### src/rtl/spi_cmd_ctrl.sv
// rtl/spi_cmd_ctrl.sv - SPI command layer: header decode, register access, capture FIFO streaming
// Optional underflow counter (cmd 0x05) is built in when SPI_CMD_UFCNT_EN is defined.
module spi_cmd_ctrl #(
    parameter logic [7:0] CTRL_RST   = 8'h00,
    parameter logic [7:0] FILTER_RST = 8'h00
) (
    input  logic       clk,
    input  logic       rst,
    input  logic [7:0] data_rx,
    input  logic       eob,
    input  logic       busy,
    input  logic       spi_err,
    output logic [7:0] data_tx,
    output logic       err_out,
    input  logic [7:0] fifo_data,
    input  logic       fifo_empty,
    output logic       fifo_rd,
    output logic [7:0] cfg_ctrl,
    output logic [7:0] cfg_filter
);

    localparam logic [4:0] CMD_CTRL   = 5'h01;
    localparam logic [4:0] CMD_FILTER = 5'h02;
    localparam logic [4:0] CMD_STATUS = 5'h03;
    localparam logic [4:0] CMD_STREAM = 5'h04;
    localparam logic [4:0] CMD_UFCNT  = 5'h05;

    typedef enum logic [1:0] {IDLE, HDR, EXEC, ERR} state_t;

    state_t     state, state_next;
    logic       eob_q, busy_q;
    logic       eob_p, busy_rise, busy_fall;
    logic       hdr_read;
    logic [4:0] hdr_cmd;
    logic       wr_done, status_frame;
    logic       under_sticky, err_sticky;
    logic [7:0] tx_next, reg_val;
    logic       rd_next, wr_ctrl, wr_filter, set_under, latch_hdr, act;
    logic       cur_read;
    logic [4:0] cur_cmd;
`ifdef SPI_CMD_UFCNT_EN
    logic [7:0] ufcnt;
`endif

    assign eob_p     = eob & ~eob_q;
    assign busy_rise = busy & ~busy_q;
    assign busy_fall = ~busy & busy_q;

    // Read-only commands reject the write direction.
    function automatic logic cmd_ok(input logic [4:0] cmd, input logic rd);
        case (cmd)
            CMD_CTRL, CMD_FILTER:   cmd_ok = 1'b1;
            CMD_STATUS, CMD_STREAM: cmd_ok = rd;
`ifdef SPI_CMD_UFCNT_EN
            CMD_UFCNT:              cmd_ok = rd;
`endif
            default:                cmd_ok = 1'b0;
        endcase
    endfunction

    always_comb begin
        reg_val = 8'h00;
        case (cur_cmd)
            CMD_CTRL:   reg_val = cfg_ctrl;
            CMD_FILTER: reg_val = cfg_filter;
            CMD_STATUS: reg_val = {fifo_empty, under_sticky, err_sticky, 5'b0};
`ifdef SPI_CMD_UFCNT_EN
            CMD_UFCNT:  reg_val = ufcnt;
`endif
            default:    reg_val = 8'h00;
        endcase
    end

    always_comb begin
        state_next = state;
        tx_next    = data_tx;
        rd_next    = 1'b0;
        wr_ctrl    = 1'b0;
        wr_filter  = 1'b0;
        set_under  = 1'b0;
        latch_hdr  = 1'b0;
        act        = 1'b0;
        // In HDR the header is still on data_rx; afterwards it comes from the latch.
        cur_read   = (state == HDR) ? data_rx[6]   : hdr_read;
        cur_cmd    = (state == HDR) ? data_rx[4:0] : hdr_cmd;
        case (state)
            IDLE: begin
                tx_next = 8'h00;
                if (busy_rise) state_next = HDR;
            end
            HDR: begin
                if (eob_p) begin
                    latch_hdr = 1'b1;
                    if (cmd_ok(data_rx[4:0], data_rx[6])) begin
                        state_next = EXEC;
                        act        = 1'b1;
                    end else begin
                        state_next = ERR;
                    end
                end
            end
            EXEC:    act = eob_p;
            default: ;
        endcase
        if (act) begin
            if (!cur_read) begin
                tx_next = 8'h00;
                if (state == EXEC && !wr_done) begin
                    wr_ctrl   = (cur_cmd == CMD_CTRL);
                    wr_filter = (cur_cmd == CMD_FILTER);
                end
            end else if (cur_cmd == CMD_STREAM) begin
                if (!fifo_empty) begin
                    rd_next = 1'b1;
                    tx_next = fifo_data;
                end else begin
                    tx_next   = 8'h00;
                    set_under = 1'b1;
                end
            end else begin
                tx_next = reg_val;
            end
        end
        if (state != IDLE && spi_err) state_next = ERR;
        if (!busy) state_next = IDLE;
    end

    always_ff @(posedge clk or posedge rst) begin
        if (rst) begin
            state        <= IDLE;
            eob_q        <= 1'b0;
            busy_q       <= 1'b0;
            data_tx      <= 8'h00;
            fifo_rd      <= 1'b0;
            err_out      <= 1'b0;
            hdr_read     <= 1'b0;
            hdr_cmd      <= 5'h00;
            wr_done      <= 1'b0;
            status_frame <= 1'b0;
            under_sticky <= 1'b0;
            err_sticky   <= 1'b0;
            cfg_ctrl     <= CTRL_RST;
            cfg_filter   <= FILTER_RST;
`ifdef SPI_CMD_UFCNT_EN
            ufcnt        <= 8'h00;
`endif
        end else begin
            state   <= state_next;
            eob_q   <= eob;
            busy_q  <= busy;
            data_tx <= tx_next;
            fifo_rd <= rd_next;
            err_out <= (state == ERR) && busy;
            if (latch_hdr) begin
                hdr_read     <= data_rx[6];
                hdr_cmd      <= data_rx[4:0];
                wr_done      <= 1'b0;
                status_frame <= data_rx[6] && (data_rx[4:0] == CMD_STATUS);
            end
            if (wr_ctrl) begin
                cfg_ctrl <= data_rx;
                wr_done  <= 1'b1;
            end
            if (wr_filter) begin
                cfg_filter <= data_rx;
                wr_done    <= 1'b1;
            end
            if (busy_fall) status_frame <= 1'b0;
            // Reading STATUS acknowledges the stickies once the frame closes.
            if (busy_fall && status_frame) begin
                under_sticky <= 1'b0;
                err_sticky   <= 1'b0;
`ifdef SPI_CMD_UFCNT_EN
                ufcnt        <= 8'h00;
`endif
            end else begin
                if (set_under) under_sticky <= 1'b1;
                if (state == ERR) err_sticky <= 1'b1;
`ifdef SPI_CMD_UFCNT_EN
                if (set_under && ufcnt != 8'hFF) ufcnt <= ufcnt + 8'h01;
`endif
            end
        end
    end

endmodule

### config.mk
export PLATFORM = sky130hd
export DESIGN_NAME = spi_cmd_ctrl
export DESIGN_NICKNAME = d
export VERILOG_FILES = /design/src/rtl/spi_cmd_ctrl.sv
export SDC_FILE = /design/constraint.sdc
export NUM_CORES = 1
export LEC_CHECK = 0
export ABC_AREA = 1
export CORE_MARGIN = 10
export CORE_UTILIZATION = 45
export DETAILED_ROUTE_END_ITERATION = 10
export GPL_TIMING_DRIVEN = 1
export PLACE_DENSITY = 0.83
export SKIP_LAST_GASP = 1
export SYNTH_ARGS = -nofsm -noshare
export SYNTH_HDL_FRONTEND = slang
export SYNTH_SLANG_ARGS = --single-unit
### constraint.sdc
create_clock -name clk -period 1.9 [get_ports clk]
set_input_delay 0.285 -clock clk [delete_from_list [all_inputs] [get_ports clk]]
set_output_delay 0.285 -clock clk [all_outputs]
set_load 0.05 [all_outputs]
==> impl_summary.md <==
STA
The worst clock skew on the final layout is 0.0110 ns. The number of failing setup endpoints in the final timing report is 0. Setup repair after global routing could not meet its margin everywhere. The count of endpoints failing hold in the final timing report is 0. The slew of the pin with the lowest slew margin is around 0.52 ns. The final-report max-slew violation count is 0. The achievable frequency is ~540 MHz.

Once routing completed, OpenROAD measured the worst setup slack at 0.0564 ns. In the finished design, the share of the clock period the worst path needs comes to 0.970. The post-route minimum period is 1.84 ns. Hold timing on the final database bottoms out at a slack of 0.411 ns. The worst-case headroom to the max-slew limit is 0.655.

Floorplan
The total area inside the core boundary comes to around 4700 sq um. The initial utilization of the core area, before any placement, comes to 0.464. Measured along the y axis, the die boundary spans 89.5 um. The number of placement rows is 25. The width of the chip is roughly 90 um. The I/O pin count is 48. The floorplan step defined a die boundary enclosing roughly 8000 sq um.

Synthesis
For this run, the register share of the synthesized area comes to 0.460. The synthesized design contains 0 enable-type register cells. The number of nets in the synthesized netlist is ~300.

The number of register bits inferred by synthesis is 40. The cell type with the largest total area after synthesis is sky130_fd_sc_hd__dfrtp_1. The share of synthesized area in the top cell type comes to 0.460.

After synthesis, the netlist uses 27 different library cells. The average instance in the mapped netlist occupies ~8 sq um. By area the synthesized netlist is led by sky130_fd_sc_hd__dfrtp_1 (46%), sky130_fd_sc_hd__nand2_1 (16%), sky130_fd_sc_hd__nand3_1 (10%). The post-synthesis instance area is around 2200 sq um.

The number of instances in the synthesized netlist is between 200 and 300. In the synthesized netlist the dominant register cell turns out to be sky130_fd_sc_hd__dfrtp_1. After synthesis, the share of flip-flops with an asynchronous set or reset is 1.00.

The Yosys step of the flow raised 0 warnings.

Setup path
At the worst endpoint, the required time is about 1.6 ns. Counting both buffers and inverters, the worst setup path holds a total of 1. Walking the worst path, the cells encountered are clkdlybuf4s50_1. For the worst setup path, the data arrival time is between 1.5 and 2 ns. The maximum fanout encountered on the critical timing path is 3. The family with the most delay on the worst path is buffers and inverters. The worst setup path is of the flop to output port kind. The delay of the slowest cell on the worst path is 0.83 ns.

STA classifies the critical path startpoint as a flop. The category of the worst setup path capture point is an output port. The highest-delay cell along the critical path is sky130_fd_sc_hd__clkdlybuf4s50_1.

Cells and area
The repair_antennas step left the layout with diodes totalling 0. The net count of the finished layout is roughly 380. The count of fill cells added during filler insertion is around 370.

The library cells used most frequently in the layout, excluding fill and tap cells, are sky130_fd_sc_hd__nand2_1 (91), sky130_fd_sc_hd__clkdlybuf4s50_1 (47), sky130_fd_sc_hd__nand3_1 (44). Leaving out fill and tap cells, the most frequent cell in the layout is sky130_fd_sc_hd__nand2_1. Compared with the post-synthesis result, the final layout area differs by 41.6%.

In the final layout, the share of cells above drive strength 1 is 0.196.

Global route
The first global-routing pass estimated approximately 10000 um of wire. The initial antenna violation count is 0. For met1 alone, demand over resource in global routing was 0.191. For met3 alone, demand over resource in global routing was 0.0419. The all-layer global routing usage is 0.159. The via count of the first global-routing pass is between 2000 and 2500. Entering global routing, the biggest net connects around 40 pins. met2 is the most crowded layer.

Global routing finished with a remaining overflow of 0. For this run, global-route usage on met2 was measured as 0.271.

Clock tree
After clock tree synthesis, the clock-pin slew on the worst setup and hold paths is ~0.080 ns. The number of buffers inserted during clock tree synthesis is 5. In this run, post-CTS hold repair placed 0 buffers. The clock sink count is 40. The H-tree generated during clock tree synthesis spans 2 levels. Counting along the longest clock path gives a buffer depth of 2. CTS placed an instance of sky130_fd_sc_hd__clkbuf_8 at the clock tree root.

For the worst-skew pair, the clock arrives at the later sink with an insertion delay of approximately 0.3 ns. The CTS tree is done.

Flow run
Across the run, the number of max-cap violations was 0.

Drt
The detail-routed via count per cell is 5.24. The wire length per cell is 15.0 um. The first TritonRoute pass finished after 4 iterations. In the routed design, unresolved DRC markers number 0. The final wirelength is 6110 um. The vias after detailed routing is roughly 2100.

In this run the remaining antenna-violating nets after routing total 0. The number of violations reported at the end of detailed-routing iteration 0 is between 150 and 200.

Placement
The total half-perimeter wirelength after legalization and detailed placement is between 4000 and 5000 um. Before CTS, the worst setup slack after placement is -0.0485 ns. Input and output buffers added on the ports amount to 47. The global placer's final weighted congestion is just under 0.9.

Power
The reported leakage power is around 1.6 nW. For this design the ratio of total power to cell area is 1070 nW/um^2. VDD sags by at most between 600 and 700 uV.

Outcome
The run finished with clean final reports.

Min path
The path class of the tightest hold or removal check is input port to asynchronous set/reset pin.
flip-flops by register name, summed over array words and instances (netlist names):
| signal | cells |
|---|---|
| under_sticky | 1 |
| err_sticky | 1 |
| status_frame | 1 |
| data_tx | 8 |
| err_out | 1 |
| wr_done | 1 |
| eob_q | 1 |
| hdr_cmd | 5 |
| cfg_ctrl | 8 |
| busy_q | 1 |
| cfg_filter | 8 |
| fifo_rd | 1 |
| state | 2 |
| hdr_read | 1 |
metrics by stage:
stage / total power, mW / cell area [sq um] / utilization / std cells / setup TNS (ns)
global route: 3.50 / 3080 / 0.657 / 406 / -0.0112
global placement: 2.37 / 2880 / 0.613 / 395 / 0
detailed placement: 2.40 / 2880 / 0.613 / 395 / -0.480
finish: 3.30 / 3080 / 0.657 / 406 / 0
CTS: 3.15 / 3010 / 0.642 / 404 / 0
floorplan: 1.96 / 2180 / - / 274 / 0
final cells by class:
type | instances | area (sq um) | share of cell area
Sequential cell | 40 | 1000 | 0.325
Clock buffer | 6 | 82.6 | 0.0268
Timing Repair Buffer | 74 | 693 | 0.225
Multi-Input combinational cell | 202 | 1090 | 0.353
Inverter | 28 | 110 | 0.0357
Tap cell | 54 | 67.6 | 0.0219
Clock inverter | 2 | 38.8 | 0.0126
cell usage after synthesis, drive strengths merged (2+ instances only):
cell and number:
nand4 13, nor2 17, nand3 44, inv 25, dfrtp 40, mux2 2, nor3 2, ha 5
buf 3, o21ai 8, nand2 106, clkinv 3
final timing paths:
path                               start            end  slack, ns  cells after the start
min reg2reg                     hdr_read       hdr_read       0.48                      2
max reg2reg                     state[0]    cfg_ctrl[1]       0.09                     10
min                                  rst     data_tx[0]       0.41                      3
max in group asynchronous            rst          eob_q       1.13                      3
max                        cfg_filter[5]  cfg_filter[5]       0.06                      1
min in group clk                     eob          eob_q       0.47                      1
power breakdown:
group          internal (mW)  switching (mW)  total, mW
clock                  0.430           0.312      0.741
sequential             0.955          0.0714       1.03
combinational          0.573           0.961       1.53
total                   1.96            1.34       3.30
timing repair:
item,CTS,global route
setup endpoints to repair,1,26
resized for setup,3,14
setup buffers,1,2
pin swaps,1,2
endpoints found under the hold margin,0,0
layer usage:
layer	part of all wire	wire [um]	vias to the layer above
met5	0	0	-
met4	0.014	88	0
met3	0.079	485	9
met2	0.49	3010	71
met1	0.41	2520	995
li1	-	-	1052
logic make-up (layout without fill, tap and decap cells):
logic type	after synthesis	in the layout	synth area share
simple gates	183	183	0.398
flops	40	40	0.460
buf+inv	32	110	0.0638
compound gates	12	12	0.0385
fa+ha+maj	5	5	0.0288
mux	2	2	0.0104
No activity file was read; power rests on OpenSTA's default activity.
